[config.mk]
export PLATFORM = sky130hd
export DESIGN_NAME = ohc_11_forward_converter
export DESIGN_NICKNAME = d
export VERILOG_FILES = /design/src/rtl/ohc_11_forward_converter.sv
export SDC_FILE = /design/constraint.sdc
export NUM_CORES = 1
export LEC_CHECK = 0
export BUFFER_PORTS_ARGS = -buffer_cell sky130_fd_sc_hd__buf_2
export CORE_UTILIZATION = 41
export DETAILED_ROUTE_END_ITERATION = 8
export PLACE_DENSITY = 0.61
export REMOVE_ABC_BUFFERS = 1
export SLEW_MARGIN = 15
export SYNTH_ARGS = -nofsm -noshare
export SYNTH_HDL_FRONTEND = slang
export SYNTH_SLANG_ARGS = --single-unit
[constraint.sdc]
create_clock -name clk -period 5.25 [get_ports clk]
set_clock_uncertainty 0.2 [all_clocks]
set_input_delay 0.525 -clock clk [delete_from_list [all_inputs] [get_ports clk]]
set_output_delay 0.525 -clock clk [all_outputs]
set_load 0.03 [all_outputs]
[src/rtl/ohc_11_forward_converter.sv]
// Binary to one-hot modulo-11 residue converter, MSB-first, BITS_PER_CYC bits per clock.
// Optional one-hot integrity monitor enabled by defining OHC11_ONEHOT_CHECK_EN.
module ohc_11_forward_converter #(
    parameter int DATA_W       = 16,
    parameter int BITS_PER_CYC = 1
) (
    input  logic              clk,
    input  logic              rst,
    input  logic              in_valid,
    output logic              in_ready,
    input  logic [DATA_W-1:0] in_data,
    output logic              out_valid,
    input  logic              out_ready,
    output logic [10:0]       out_residue,
    output logic              busy,
    output logic              err_onehot
);

    localparam int N     = DATA_W / BITS_PER_CYC;
    localparam int CNT_W = $clog2(N + 1);

    typedef enum logic [1:0] {IDLE, RUN, DONE} state_t;

    state_t            state, state_nxt;
    logic [10:0]       acc, acc_nxt;
    logic [DATA_W-1:0] sr;
    logic [CNT_W-1:0]  cnt;
    logic [1:0]        add;
    logic              last_step;

    // Residue k moves to residue 2k mod 11: pure wiring.
    function automatic logic [10:0] oh_dbl(input logic [10:0] a);
        logic [10:0] r;
        r = '0;
        for (int k = 0; k < 11; k++) r[(2 * k) % 11] = a[k];
        return r;
    endfunction

    function automatic logic [10:0] oh_rot(input logic [10:0] a, input logic [1:0] s);
        logic [10:0] r;
        case (s)
            2'd0:    r = a;
            2'd1:    r = {a[9:0], a[10]};
            2'd2:    r = {a[8:0], a[10:9]};
            default: r = {a[7:0], a[10:8]};
        endcase
        return r;
    endfunction

    always_comb begin
        add     = 2'd0;
        acc_nxt = acc;
        if (BITS_PER_CYC == 2) begin
            add     = sr[DATA_W-1 -: 2];
            acc_nxt = oh_rot(oh_dbl(oh_dbl(acc)), add);
        end else begin
            add     = {1'b0, sr[DATA_W-1]};
            acc_nxt = oh_rot(oh_dbl(acc), add);
        end
    end

    assign last_step = (cnt == CNT_W'(1));

    always_ff @(posedge clk or posedge rst) begin
        if (rst) state <= IDLE;
        else     state <= state_nxt;
    end

    always_comb begin
        state_nxt = state;
        in_ready  = 1'b0;
        busy      = 1'b0;
        case (state)
            IDLE: begin
                in_ready = !rst;
                if (in_valid) state_nxt = RUN;
            end
            RUN: begin
                busy = 1'b1;
                if (last_step) state_nxt = DONE;
            end
            DONE: begin
                busy = 1'b1;
                if (out_ready) state_nxt = IDLE;
            end
            default: state_nxt = IDLE;
        endcase
    end

    always_ff @(posedge clk or posedge rst) begin
        if (rst) begin
            acc         <= 11'b000_0000_0001;
            sr          <= '0;
            cnt         <= '0;
            out_valid   <= 1'b0;
            out_residue <= 11'b000_0000_0001;
        end else begin
            case (state)
                IDLE: if (in_valid) begin
                    sr  <= in_data;
                    acc <= 11'b000_0000_0001;
                    cnt <= CNT_W'(N);
                end
                RUN: begin
                    acc <= acc_nxt;
                    sr  <= sr << BITS_PER_CYC;
                    cnt <= cnt - CNT_W'(1);
                    if (last_step) begin
                        out_valid   <= 1'b1;
                        out_residue <= acc_nxt;
                    end
                end
                DONE: if (out_ready) out_valid <= 1'b0;
                default: ;
            endcase
        end
    end

`ifdef OHC11_ONEHOT_CHECK_EN
    always_ff @(posedge clk or posedge rst) begin
        if (rst)                        err_onehot <= 1'b0;
        else if ($countones(acc) != 1)  err_onehot <= 1'b1;
    end
`else
    assign err_onehot = 1'b0;
`endif

endmodule

---- Word-level counts from Yosys, hierarchy flattened ----
Index checks and enable logic that the tools add are counted.
storage, ports and cells
  bits in registers ....................... 46
  bits of input ports ..................... 20
cells by class
  add/subtract/negate cells ............... 1
  eq/ne operators ......................... 6
  multiplexer cells ....................... 16
  bitwise logic cells ..................... 1
  reduce and logical (&&, ||, !) cells .... 9
operators by type and width
  cell                                                                    count
  11-bit case mux with 2 select lines                                     2
  16-bit case mux with 2 select lines                                     1
  16-bit two-way mux                                                      1
  11-bit two-way mux                                                      1
  5-bit case mux with 2 select lines                                      1
  2-bit two-way mux                                                       3
  2-bit inequality test (second input constant)                           3
  2-bit case mux with 3 select lines                                      1
  3-bit AND reduction                                                     2
  5-bit by 1-bit equality test with 1-bit output (second input constant)  1
  5-bit two-way mux                                                       1
  5-bit by 1-bit subtractor with 5-bit output (second input constant)     1
  1-bit two-way mux                                                       4
  2-bit AND reduction                                                     2
  2-bit nonzero test                                                      2
  2-bit by 1-bit equality test with 1-bit output (second input constant)  1
  2-bit equality test (second input constant)                             1
  2-bit zero test                                                         1
  1-bit case mux with 2 select lines                                      1
  2-bit OR reduction                                                      1
  1-bit zero test                                                         1
  1-bit inverter                                                          1

---- Logic depth before layout (Yosys ltp) ----
Gate-level depths: netlist of the first run.
  word-level depth ........................ 3
  mapped depth ............................ 7
  depth with buffers taken out ............ 5

---- Worst setup path before layout of the first run ----
OpenSTA, ideal clock, no wires.
  kind .................................... flip-flop to output port
  start point ............................. register state[0]
  end point ............................... output port in_ready
  data arrival time ....................... 1.134 ns
  slack ................................... 3.391 ns
  stages on the path, launching flop included .. 4
  buffers on the path ..................... 0
  cells stage by stage .................... dfrtp_1 -> inv_1 -> ha_1 -> nor2b_1
on the way
  longest elaborated chain between the ends .. 2
ends and longest elaborated chain
  item                      line  RTL
  start: declaration        24    state_t state, state_nxt;
  start signal: assignment  66    else state <= state_nxt;
  2-bit zero test           73    case (state)
  1-bit two-way mux         73
  end: declaration          10    output logic in_ready,
Every way passes these cells.

---- Final worst setup path of the first run ----
  start point ............................. register state[1]
  end point ............................... register cnt[4]
on the way
  longest elaborated chain between the ends .. 3
  elaborated cells on any way between the ends .. 6
  classes of those cells .................. 2 x eq/ne; 1 x mux; 3 x reduce/logical
ends and longest elaborated chain
  item                                                                                      line  RTL
  2-bit by 1-bit equality test with 1-bit output / 2-bit zero test (equally long branches)  98    case (state)
  2-bit nonzero test (no line) / 2-bit inequality test (equally long branches)              -
  2-bit AND reduction (no line)                                                             -
  end signal: assignment                                                                    102   cnt <= CNT_W'(N);
  end signal: assignment                                                                    107   cnt <= cnt - CNT_W'(1);
  end: declaration                                                                          27    logic [CNT_W-1:0] cnt;
Several ways; a longest one is shown, not always the timed one.
A chain may end at the register's enable or synchronous reset.

==> summary.md, run 1 <==
| Metric | Value |
|---|---|
| Post-DP HPWL | `2590 um` |
| Top Ports | `35` |
| Placed inst area | `2380 um^2` |
| Synthesized area | `2180 um^2` |
| TritonCTS clock tree | `yes` |
| Row cnt | `26` |
| Max clock buf depth | `2` |
| Post-cts sizing count | `0` |
| Worst-Margin Slew | `about 0.93 ns` |
| Gpl congestion | `slightly above 0.7` |
| Minimum clock period | `2.28 ns` |
| Synthesis-stage register bit count | `46` |
| Max cap viols | `0` |
| Multi-input gate area | `roughly 900 um^2` |
| H-tree levels | `2` |
| RSZ-0062 raised after global routing | `false` |
| Fraction of registers with async set/reset | `100%` |
| DRT antenna net count | `0` |
| Vias | `approximately 1.6k` |
| Residual DRC | `0` |
| Num Clock Sinks | `46` |
| Cell accounting for the most synthesized area | `dfrtp_1` |
| Synthesized instance count | `213` |
| Max Fclk | `438 MHz` |
| Gr ovfl total | `0` |
| Die ar. | `roughly 5600 um^2` |
| Combinational fraction of design power | `43.8%` |
| Final setup vio count | `0` |
| Nets | `approximately 270` |
| Top-area cell type share of the netlist area | `around 50%` |
| Hold Path Class | `in2async` |
| DRT Wirelength | `4000 um` |
| Status | `finished clean` |
| Cts bufs inserted | `5` |
| Slew Viols, Final | `0` |
| Hold_ws | `0.178 ns` |
| Vias in the first global route | `1446` |
| CP required | `5.24 ns` |
| Synth area leaders | `dfrtp_1, mux2i_1, o21ai_0` |
| Finished Layout Cells | `~310` |
| Worst vdd ir | `0.000278 V` |
| Synth warn | `0` |
| Final Worst Setup Slack | `2.97 ns` |
| Largest net degree at the start of global routing | `47` |
| Pre-antenna DRT Iters | `4` |
| Total track usage | `16.0%` |
| Share of cells above drive strength 1 | `between 10% and 20%` |
| Layout area overhead | `14.1%` |
| Cell chosen for the clock root | `clkbuf_8` |
| P_leak | `1.16 nW` |
| Inst Count DP | `304` |
| Worst-Skew Late Latency | `a little under 0.3 ns` |
| Port Buf Inserts | `33` |
| Worst EP arrival | `2.27 ns` |
| Initial DRC count | `83` |
| Clock slew seen by the registers of the worst setup and hold paths | `about 0.08 ns` |
| Global-route wire length before repair | `roughly 6700 um` |
| Syn Area/Cell | `10.2 um^2` |
| NetSw | `approximately 640 uW` |
| PwrDens | `624 nW/um^2` |
| Die X | `75.0 um` |
| Initial Util | `42.7%` |
| Crit path kind | `reg2reg` |
| Final hold vios | `0` |
| Chip height | `around 75 um` |
| Main synth FF type | `dfrtp_1` |
| Period utilization | `43.5%` |
| CP Capture Type | `flip-flop` |
| Final instance area | `2490 um^2` |
| Fill count | `around 500` |
| Final TNS setup | `0 ns` |
| Routed len/inst | `12.8 um` |
| Reg area | `1150 um^2` |
| Worst-path fanout max | `39` |
| # diodes | `0` |
| Vias/cell | `5.04` |
| Core area | `between 5000 and 6000 um^2` |
| Netlist cell types | `31` |
| Int Power | `909 uW` |
| Post-CTS Hold Buffers | `0` |
| Sequential share of power | `39.8%` |
| Max-slew headroom | `37.6%` |
| Power share of the clock group | `16.4%` |
| CP startpoint kind | `flip-flop` |
| Post-synth EDFFs | `0` |
| Sw Share | `about two fifths` |
| Post-CTS setup repair buffer count | `0` |
| Sequential share of the synthesized area | `52.9%` |
| Initial antenna violation count | `0` |
| DP Worst Slack | `between 2 and 3 ns` |
==> layer usage <==
metal  share of wire, %  vias up  global-route usage, %
met4                1.4        0                   5.03
met1                 50      747                   21.4
li1                   -      788                      -
met2                 44       31                   24.8
met3                4.6        7                   4.82
met5                  0        -                      0
==> registers in the layout (all words and copies together) (netlist names) <==
signal / flops
out_valid: 1
state: 2
cnt: 5
acc: 11
out_residue: 11
sr: 16
==> power groups by stage <==
stage          combinational, mW  clock (mW)  sequential [mW]
6_report                   0.680       0.255            0.618
2_1_floorplan              0.434           0            0.692
3_3_place_gp               0.681           0            0.624
3_5_place_dp               0.687           0            0.627
5_1_grt                    0.767       0.278            0.641
4_1_cts                    0.691       0.265            0.620
==> kinds of logic (layout without fill, tap and decap cells) <==
| logic type | after synthesis | count (layout) | share of synthesized area (%) |
|---|---|---|---|
| AO/OA/AOI/OAI | 65 | 65 | 16.2 |
| multiplexers | 27 | 27 | 12.4 |
| flip-flops | 46 | 46 | 52.9 |
| other | 1 | 1 | 0.172 |
| buffers and inverters | 24 | 53 | 5.50 |
| adder cells (fa/ha/maj) | 5 | 5 | 2.87 |
| AND/OR/NAND/NOR | 45 | 45 | 9.98 |
==> final timing paths <==
kind / start / to / slack (ns) / depth (start not counted)
min in group clk: in_data[0] / sr[0]$_DFFE_PP0P_ / 0.28 / 3
min reg2reg: sr[3]$_DFFE_PP0P_ / sr[3]$_DFFE_PP0P_ / 0.28 / 2
min: rst / out_residue[9]$_DFFE_PP0P_ / 0.18 / 3
max reg2reg: state[1]$_DFFE_PP0P_ / cnt[4]$_DFFE_PP0P_ / 2.97 / 7
max: state[1]$_DFFE_PP0P_ / cnt[4]$_DFFE_PP0P_ / 2.97 / 7
max in group asynchronous: rst / out_residue[2]$_DFFE_PP0P_ / 4.27 / 3
==> worst max-delay path: stages (launching register included) <==
cell and delay, ns:
dfrtp_1 0.37, inv_1 0.07, ha_1 0.17, buf_4 0.27, mux2i_4 0.40, buf_4 0.39
a21oi_1 0.08, o22a_1 0.21
==> cell usage after synthesis, types with 2 or more instances <==
| cell type | count |
|---|---|
| nor2b_1 | 2 |
| buf_2 | 9 |
| nand2b_1 | 2 |
| buf_6 | 2 |
| dfstp_2 | 2 |
| nand2_1 | 34 |
| o21ai_0 | 30 |
| ha_1 | 5 |
| a21oi_1 | 22 |
| a31oi_1 | 5 |
| clkbuf_1 | 3 |
| mux2i_1 | 27 |
| dfrtp_1 | 44 |
| inv_1 | 9 |
==> layout by cell type (no fill, tap or decap), drive strengths merged <==
cell / synthesis / routed
nor2: 1 / 1
nand3b: 1 / 1
and2: 2 / 2
bufinv: 0 / 1
a2bb2oi: 1 / 1
a21oi: 22 / 22
o22a: 1 / 1
o32a: 1 / 1
buf: 12 / 36
o21ai: 31 / 31
clkbuf: 3 / 7
nand2: 34 / 34
o211ai: 1 / 1
o41ai: 1 / 1
nand2b: 2 / 2
o22ai: 1 / 1
conb: 1 / 1
or3: 1 / 1
inv: 9 / 8
mux2i: 27 / 27
dfrtp: 44 / 44
a31oi: 5 / 5
or3b: 1 / 1
dfstp: 2 / 2
a22oi: 1 / 1
nor4b: 1 / 1
ha: 5 / 5
clkinv: 0 / 1
nor2b: 2 / 2
==> cell type report <==
cell class                 count  share of cell area [%]
sequential                    46                    46.3
multi-input combinational    143                    37.0
timing repair buffer          36                    7.54
tap                           70                    3.52
clock buffer                   7                    3.07
inverter                       9                    1.36
clock inverter                 1                    1.21
==> metrics by stage <==
stage          utilization [%]  power (mW)
6_report                  48.8        1.55
3_3_place_gp              46.7        1.31
3_5_place_dp              46.7        1.31
2_1_floorplan                -        1.13
4_1_cts                   48.8        1.58
5_1_grt                   48.8        1.69
Note: power is estimated with default switching activity, not from simulation.
==> run 2, diff against run 1 <==
==> constraint.sdc (replaced) <==
create_clock -name clk -period 2.2 [get_ports clk]
set_clock_uncertainty 0.2 [all_clocks]
set_input_delay 0.22 -clock clk [delete_from_list [all_inputs] [get_ports clk]]
set_output_delay 0.22 -clock clk [all_outputs]
set_load 0.03 [all_outputs]
==> run 2 against run 1 <==
- routed wire length grew 2.5%
- sequential cell count is the same
- global-route usage grew 1.0 points
- critical path type unchanged
- critical endpoint unchanged
==> summary.md, run 2 (synthesized netlist as in run 1, its figures left out) <==
| Metric | Value |
|---|---|
| Status | `finished clean` |
| DRT antenna net count | `0 (unchanged)` |
| Clock slew seen by the registers of the worst setup and hold paths | `0.09 ns (about the same)` |
| Worst EP arrival | `1.87 ns (-0.40 ns)` |
| Crit path kind | `reg2reg` |
| Port Buf Inserts | `33 (unchanged)` |
| Commonest cells after routing, fill and taps aside | `dfrtp_1, nand2_1, buf_2` |
| DRT Wirelength | `4110 um (+2.5%)` |
| Vias/cell | `4.92 (-2.5%)` |
| Most flops, register | `sr` |
| Max-slew headroom | `46.6% (+9.0 points)` |
| Fill count | `484 (-0.62%)` |
| CP Capture Type | `flip-flop` |
| Max FFs per register | `16 (unchanged)` |
| Max cap viols | `0 (unchanged)` |
| Max clock buf depth | `2 (unchanged)` |
| Routed len/inst | `12.9 um (+0.59%)` |
| Worst vdd ir | `0.000838 V (+200%)` |
| Post-CTS setup repair buffer count | `0 (unchanged)` |
| Cell chosen for the clock root | `clkbuf_8` |
| Residual DRC | `0 (unchanged)` |
| Inst Count DP | `307 (+0.99%)` |
| Gr ovfl total | `0 (unchanged)` |
| Final Worst Setup Slack | `0.327 ns (-2.64 ns)` |
| Nets | `272 (+2.3%)` |
| Minimum clock period | `1.87 ns (-0.409 ns)` |
| Largest regs | `sr x16, acc x11, out_residue x11` |
| Hold_ws | `0.0120 ns (-0.166 ns)` |
| Post-cts sizing count | `0 (unchanged)` |
| Die ar. | `5620 um^2 (unchanged)` |
| Initial DRC count | `117 (+41%)` |
| Worst-path fanout max | `50 (+28%)` |
| RR Endpoint | `cnt[4]$_DFFE_PP0P_` |
| Total design power | `3.81 mW (+150%)` |
| Top Ports | `35 (unchanged)` |
| Worst-Margin Slew | `0.796 ns (-0.136 ns)` |
| Core area | `5110 um^2 (unchanged)` |
| Setup crit end | `cnt[4]$_DFFE_PP0P_` |
| Initial Util | `42.7% (unchanged)` |
| Pre-antenna DRT Iters | `4 (unchanged)` |
| Post-DP HPWL | `2780 um (+7.2%)` |
| Setup crit start | `state[0]$_DFFE_PP0P_` |
| Largest net degree at the start of global routing | `51 (+8.5%)` |
| Die X | `75.0 um (unchanged)` |
| Setup slack, reg-to-reg | `0.33 ns (-2.64 ns)` |
| Layout area overhead | `17.9%` |
| RR Startpoint | `state[0]$_DFFE_PP0P_` |
| Finished Layout Cells | `318 (+1.9%)` |
| # diodes | `0 (unchanged)` |
| CP startpoint kind | `flip-flop` |
| Chip height | `75.0 um (unchanged)` |
| Placed inst area | `2430 um^2 (+2.0%)` |
| Final instance area | `2570 um^2 (+3.4%)` |
| Num Clock Sinks | `46 (unchanged)` |
| DP Worst Slack | `0.354 ns (-2.62 ns)` |
| H-tree levels | `2 (unchanged)` |
| Commonest non-fill, non-tap cell in the layout | `dfrtp_1` |
| TritonCTS clock tree | `yes` |
| Period utilization | `85.1% (+42 points)` |
| P_leak | `1.20 nW (+3.8%)` |
| Hold Path Class | `in2reg` |
| CP required | `2.19 ns (-3.05 ns)` |
| Share of cells above drive strength 1 | `21.4% (+1.5 points)` |
| Final hold vios | `0 (unchanged)` |
| RSZ-0062 raised after global routing | `false` |
| Row cnt | `26 (unchanged)` |
| Vias | `1563 (-0.64%)` |
| Vias in the first global route | `1480 (+2.4%)` |
| Reg2Reg Depth | `6 (-1)` |
| Final Util | `50.4% (+1.6 points)` |
| Initial antenna violation count | `0 (unchanged)` |
| PwrDens | `1480 nW/um^2 (+140%)` |
| Gpl congestion | `0.681 (-5.6%)` |
| Max Fclk | `534 MHz (+22%)` |
| Total track usage | `17.0% (+1.0 points)` |
| Slew Viols, Final | `0 (unchanged)` |
| Final setup vio count | `0 (unchanged)` |
| Cts bufs inserted | `5 (unchanged)` |
| Final TNS setup | `0 ns (unchanged)` |
| Global-route wire length before repair | `7150 um (+6.6%)` |
| Worst-Skew Late Latency | `0.30 ns (about the same)` |
[run 2: cell types whose count changed in the layout (fill, tap and decap cells not counted), sizes merged]
cell,change
dlygate4sd3,+3
buf,+3
inv,+1
clkinv,+1
clkbuf,-2
[run 2: worst max-delay path, stage by stage (launching register included)]
cell and delay, ns:
dfrtp_1 0.39, inv_1 0.10, ha_1 0.29, mux2i_4 0.28, buf_12 0.23, a21oi_1 0.06
o22a_1 0.20
[run 2: power by group]
group / leakage (nW) / internal, mW / switching, mW
combinational: 0.560 / 0.673 / 1.02
clock: 0.0585 / 0.341 / 0.297
sequential: 0.584 / 1.21 / 0.262
total: 1.20 / 2.23 / 1.58
[run 2: worst min path at each step]
stage / from / endpoint / slack, ns / depth (start not counted)
after global routing: in_valid / state[0]$_DFFE_PP0P_ / 0.04 / 3
after detailed placement: rst / state[0]$_DFFE_PP0P_ / 0.12 / 2
after floorplan: in_data[0] / sr[0]$_DFFE_PP0P_ / 0.16 / 2
after CTS: in_data[13] / sr[13]$_DFFE_PP0P_ / 0.008 / 3
after global placement: rst / out_valid$_DFFE_PP0P_ / 0.11 / 2
final: in_data[1] / sr[1]$_DFFE_PP0P_ / 0.01 / 3
[run 2: area by class of cell]
class / instances / area [um^2] / share of cell area, %
Sequential cell: 46 / 1150 / 44.8
Multi-Input combinational cell: 143 / 921 / 35.8
Timing Repair Buffer: 42 / 265 / 10.3
Tap cell: 70 / 87.6 / 3.40
Clock buffer: 5 / 68.8 / 2.67
Clock inverter: 3 / 43.8 / 1.70
Inverter: 9 / 33.8 / 1.31
[run 2: layer usage]
metal	wire (um)	GRT usage [%]
met5	0	0
met4	42	5.03
met3	207	4.55
met2	1780	25.2
met1	2080	24.4
[run 2: timing repair]
item / in CTS / in global routing
setup endpoints to repair: 0 / 0
hold buffers: 3 / 0
endpoints found under the hold margin: 20 / 0
==> run 3, diff against run 2 <==
--- a/config.mk
+++ b/config.mk
@@ -6,6 +6,7 @@
 export NUM_CORES = 1
 export LEC_CHECK = 0
 export BUFFER_PORTS_ARGS = -buffer_cell sky130_fd_sc_hd__buf_2
+export CORE_ASPECT_RATIO = 1.75
 export CORE_UTILIZATION = 41
 export DETAILED_ROUTE_END_ITERATION = 8
 export PLACE_DENSITY = 0.61
==> run 3 against run 2 <==
- the run now ends with DRC left
- sequential cell count is the same
- clock power decreased by 13%
- critical path depth did not move
- final area barely moved
- final cell count shrank 3.5%
- register-to-register slack about the same
- power down 0.70%
- via count up 2.7%
- worst setup slack better by 0.0086 ns
- largest power group unchanged
==> summary.md, run 3 (synthesized netlist as in run 1, its figures left out) <==
| Metric | Value |
|---|---|
| Sink of the worst hold path | `sr[10]$_DFFE_PP0P_` |
| Worst EP arrival | `1.87 ns (about the same)` |
| Min-Delay Startpoint | `in_data[10]` |
| Commonest non-fill, non-tap cell in the layout | `dfrtp_1` |
| DRT Wirelength | `4310 um (+5.1%)` |
| Reg2Reg Depth | `6 (unchanged)` |
| WP depth | `6 (unchanged)` |
| Largest regs | `sr x16, acc x11, out_residue x11` |
| Post-CTS setup repair buffer count | `0 (unchanged)` |
| P_leak | `1.22 nW (+1.1%)` |
| Hold depth | `3 (unchanged)` |
| Layout area overhead | `18.1% (about the same)` |
| Max clock buf depth | `2 (unchanged)` |
| Period utilization | `84.7% (-0.39 points)` |
| # diodes | `0 (unchanged)` |
| Post-DP HPWL | `3050 um (+9.6%)` |
| H-tree levels | `2 (unchanged)` |
| CP Capture Type | `flip-flop` |
| Status | `complete, but fails checks` |
| Initial DRC count | `36 (-69%)` |
| Nets | `277 (+1.8%)` |
| Met1 Usage GRT | `20.6% (-3.8 points)` |
| Final Worst Setup Slack | `0.336 ns (+0.00860 ns)` |
| RSZ-0062 raised after global routing | `false` |
| CP startpoint kind | `flip-flop` |
| GR peak layer | `met2` |
| Max Fclk | `536 MHz (+0.46%)` |
| Vias in the first global route | `1630 (+10%)` |
| Vias | `1605 (+2.7%)` |
| Max cap viols | `0 (unchanged)` |
| M3 GR Usage | `3.81% (-0.75 points)` |
| Port Buf Inserts | `33 (unchanged)` |
| RR Endpoint | `cnt[4]$_DFFE_PP0P_` |
| Met2 Track Usage GR | `29.4% (+4.2 points)` |
| Inst Count DP | `295 (-3.9%)` |
| Gpl congestion | `0.728 (+6.8%)` |
| Worst vdd ir | `0.000854 V (+1.9%)` |
| Most flops, register | `sr` |
| Hold Path Class | `in2reg` |
| TritonCTS clock tree | `yes` |
| Vias/cell | `5.23 (+6.4%)` |
| Family with the most delay on the worst path | `flip-flops` |
| Max FFs per register | `16 (unchanged)` |
| Fill count | `487 (+0.62%)` |
| Row cnt | `34 (+31%)` |
| Slew Viols, Final | `0 (unchanged)` |
| Global-route wire length before repair | `7390 um (+3.4%)` |
| Worst-Skew Late Latency | `0.31 ns (about the same)` |
| Worst-Margin Slew | `0.633 ns (-0.162 ns)` |
| Residual DRC | `4 (+4)` |
| Total track usage | `17.2% (+0.17 points)` |
| CP max-delay cell | `dfrtp_1` |
| Multi-input gate area | `921 um^2 (unchanged)` |
| PwrDens | `1470 nW/um^2 (-0.80%)` |
| Final setup vio count | `0 (unchanged)` |
| Critical Path, Cell by Cell | `inv_1 -> ha_1 -> mux2i_4 -> buf_4 -> a21oi_1 -> o22a_1` |
| Core area | `5060 um^2 (-0.88%)` |
| Share of cells above drive strength 1 | `22.1% (+0.76 points)` |
| Initial Util | `43.1% (+0.38 points)` |
| Cell chosen for the clock root | `clkbuf_8` |
| Num Clock Sinks | `46 (unchanged)` |
| Worst path max stage delay | `0.39 ns (about the same)` |
| Minimum clock period | `1.86 ns (-0.00860 ns)` |
| Commonest cells after routing, fill and taps aside | `dfrtp_1, nand2_1, buf_2` |
| Largest net degree at the start of global routing | `27 (-47%)` |
| RR Startpoint | `state[0]$_DFFE_PP0P_` |
| Crit path kind | `reg2reg` |
| Final Util | `50.9% (+0.50 points)` |
| CP required | `2.20 ns (about the same)` |
| Clock slew seen by the registers of the worst setup and hold paths | `0.09 ns (about the same)` |
| DP Worst Slack | `0.333 ns (-0.0205 ns)` |
| Setup slack, reg-to-reg | `0.34 ns (about the same)` |
| Max-slew headroom | `57.8% (+11 points)` |
| Cts bufs inserted | `5 (unchanged)` |
| Pre-antenna DRT Iters | `6 (+2)` |
| DRT antenna net count | `0 (unchanged)` |
| Top Ports | `35 (unchanged)` |
| Routed len/inst | `14.0 um (+8.8%)` |
| Die X | `57.1 um (-24%)` |
| Violated checks | `DRC` |
| Worst-path fanout max | `12 (-76%)` |
| Finished Layout Cells | `307 (-3.5%)` |
| Placed inst area | `2440 um^2 (+0.41%)` |
| Die ar. | `5630 um^2 (+0.19%)` |
| Buf/Inv on CP | `2 (unchanged)` |
| Chip height | `98.5 um (+31%)` |
| Final hold vios | `0 (unchanged)` |
| Initial antenna violation count | `0 (unchanged)` |
| Gr ovfl total | `0 (unchanged)` |
| Reg area | `1150 um^2 (unchanged)` |
| Final instance area | `2580 um^2 (about the same)` |
==> run 3: cell count changes in the layout (fill, tap and decap cells not counted), sizes merged <==
cell         before  now
buf              39   43
clkbuf            5    7
bufinv            1    0
clkinv            2    1
dlygate4sd3       3    4
==> run 3: metrics by stage <==
stage	hold slack [ns]	power [mW]	TNS (ns)
2_1_floorplan	0.165	2.69	-38.02
3_3_place_gp	-0.00697	3.25	0
3_5_place_dp	-0.00365	3.28	0
4_1_cts	0.00123	3.83	0
5_1_grt	0.00147	4.11	0
6_report	0.000139	3.78	0
==> run 3: how the worst max path moves through the flow <==
stage | start | to
final | state[0]$_DFFE_PP0P_ | cnt[4]$_DFFE_PP0P_
after global routing | state[0]$_DFFE_PP0P_ | sr[15]$_DFFE_PP0P_
after CTS | state[0]$_DFFE_PP0P_ | in_ready
after detailed placement | state[0]$_DFFE_PP0P_ | cnt[4]$_DFFE_PP0P_
after global placement | state[0]$_DFFE_PP0P_ | cnt[4]$_DFFE_PP0P_
after floorplan | state[1]$_DFFE_PP0P_ | cnt[3]$_DFFE_PP0P_
==> run 3: worst min-delay path: stages <==
cell,delay (ns)
buf_2,0.07
mux2i_1,0.05
o21ai_0,0.13
==> run 3: per-layer routing <==
layer  routed length [um]  up-vias
met5                    0        -
met4                   80        0
met3                  169        7
met2                 2190       31
met1                 1870      758
li1                     -      809
==> run 3: layout make-up <==
class / instances / share of cell area, %
Sequential cell: 46 / 44.8
Clock inverter: 1 / 0.340
Inverter: 9 / 1.31
Timing Repair Buffer: 47 / 11.9
Multi-Input combinational cell: 143 / 35.7
Clock buffer: 7 / 3.35
Tap cell: 54 / 2.62
==> run 3: report_power, final <==
group          switching [mW]  internal (mW)  leakage [nW]
clock                   0.294          0.260        0.0489
sequential              0.264           1.21         0.584
combinational            1.04          0.713         0.583
==> run 3: timing repair <==
item,4_1_cts,5_1_grt
endpoints found under the setup margin,0,0
hold buffers,4,0
hold endpoints to repair,33,0
gates resized for setup,0,0
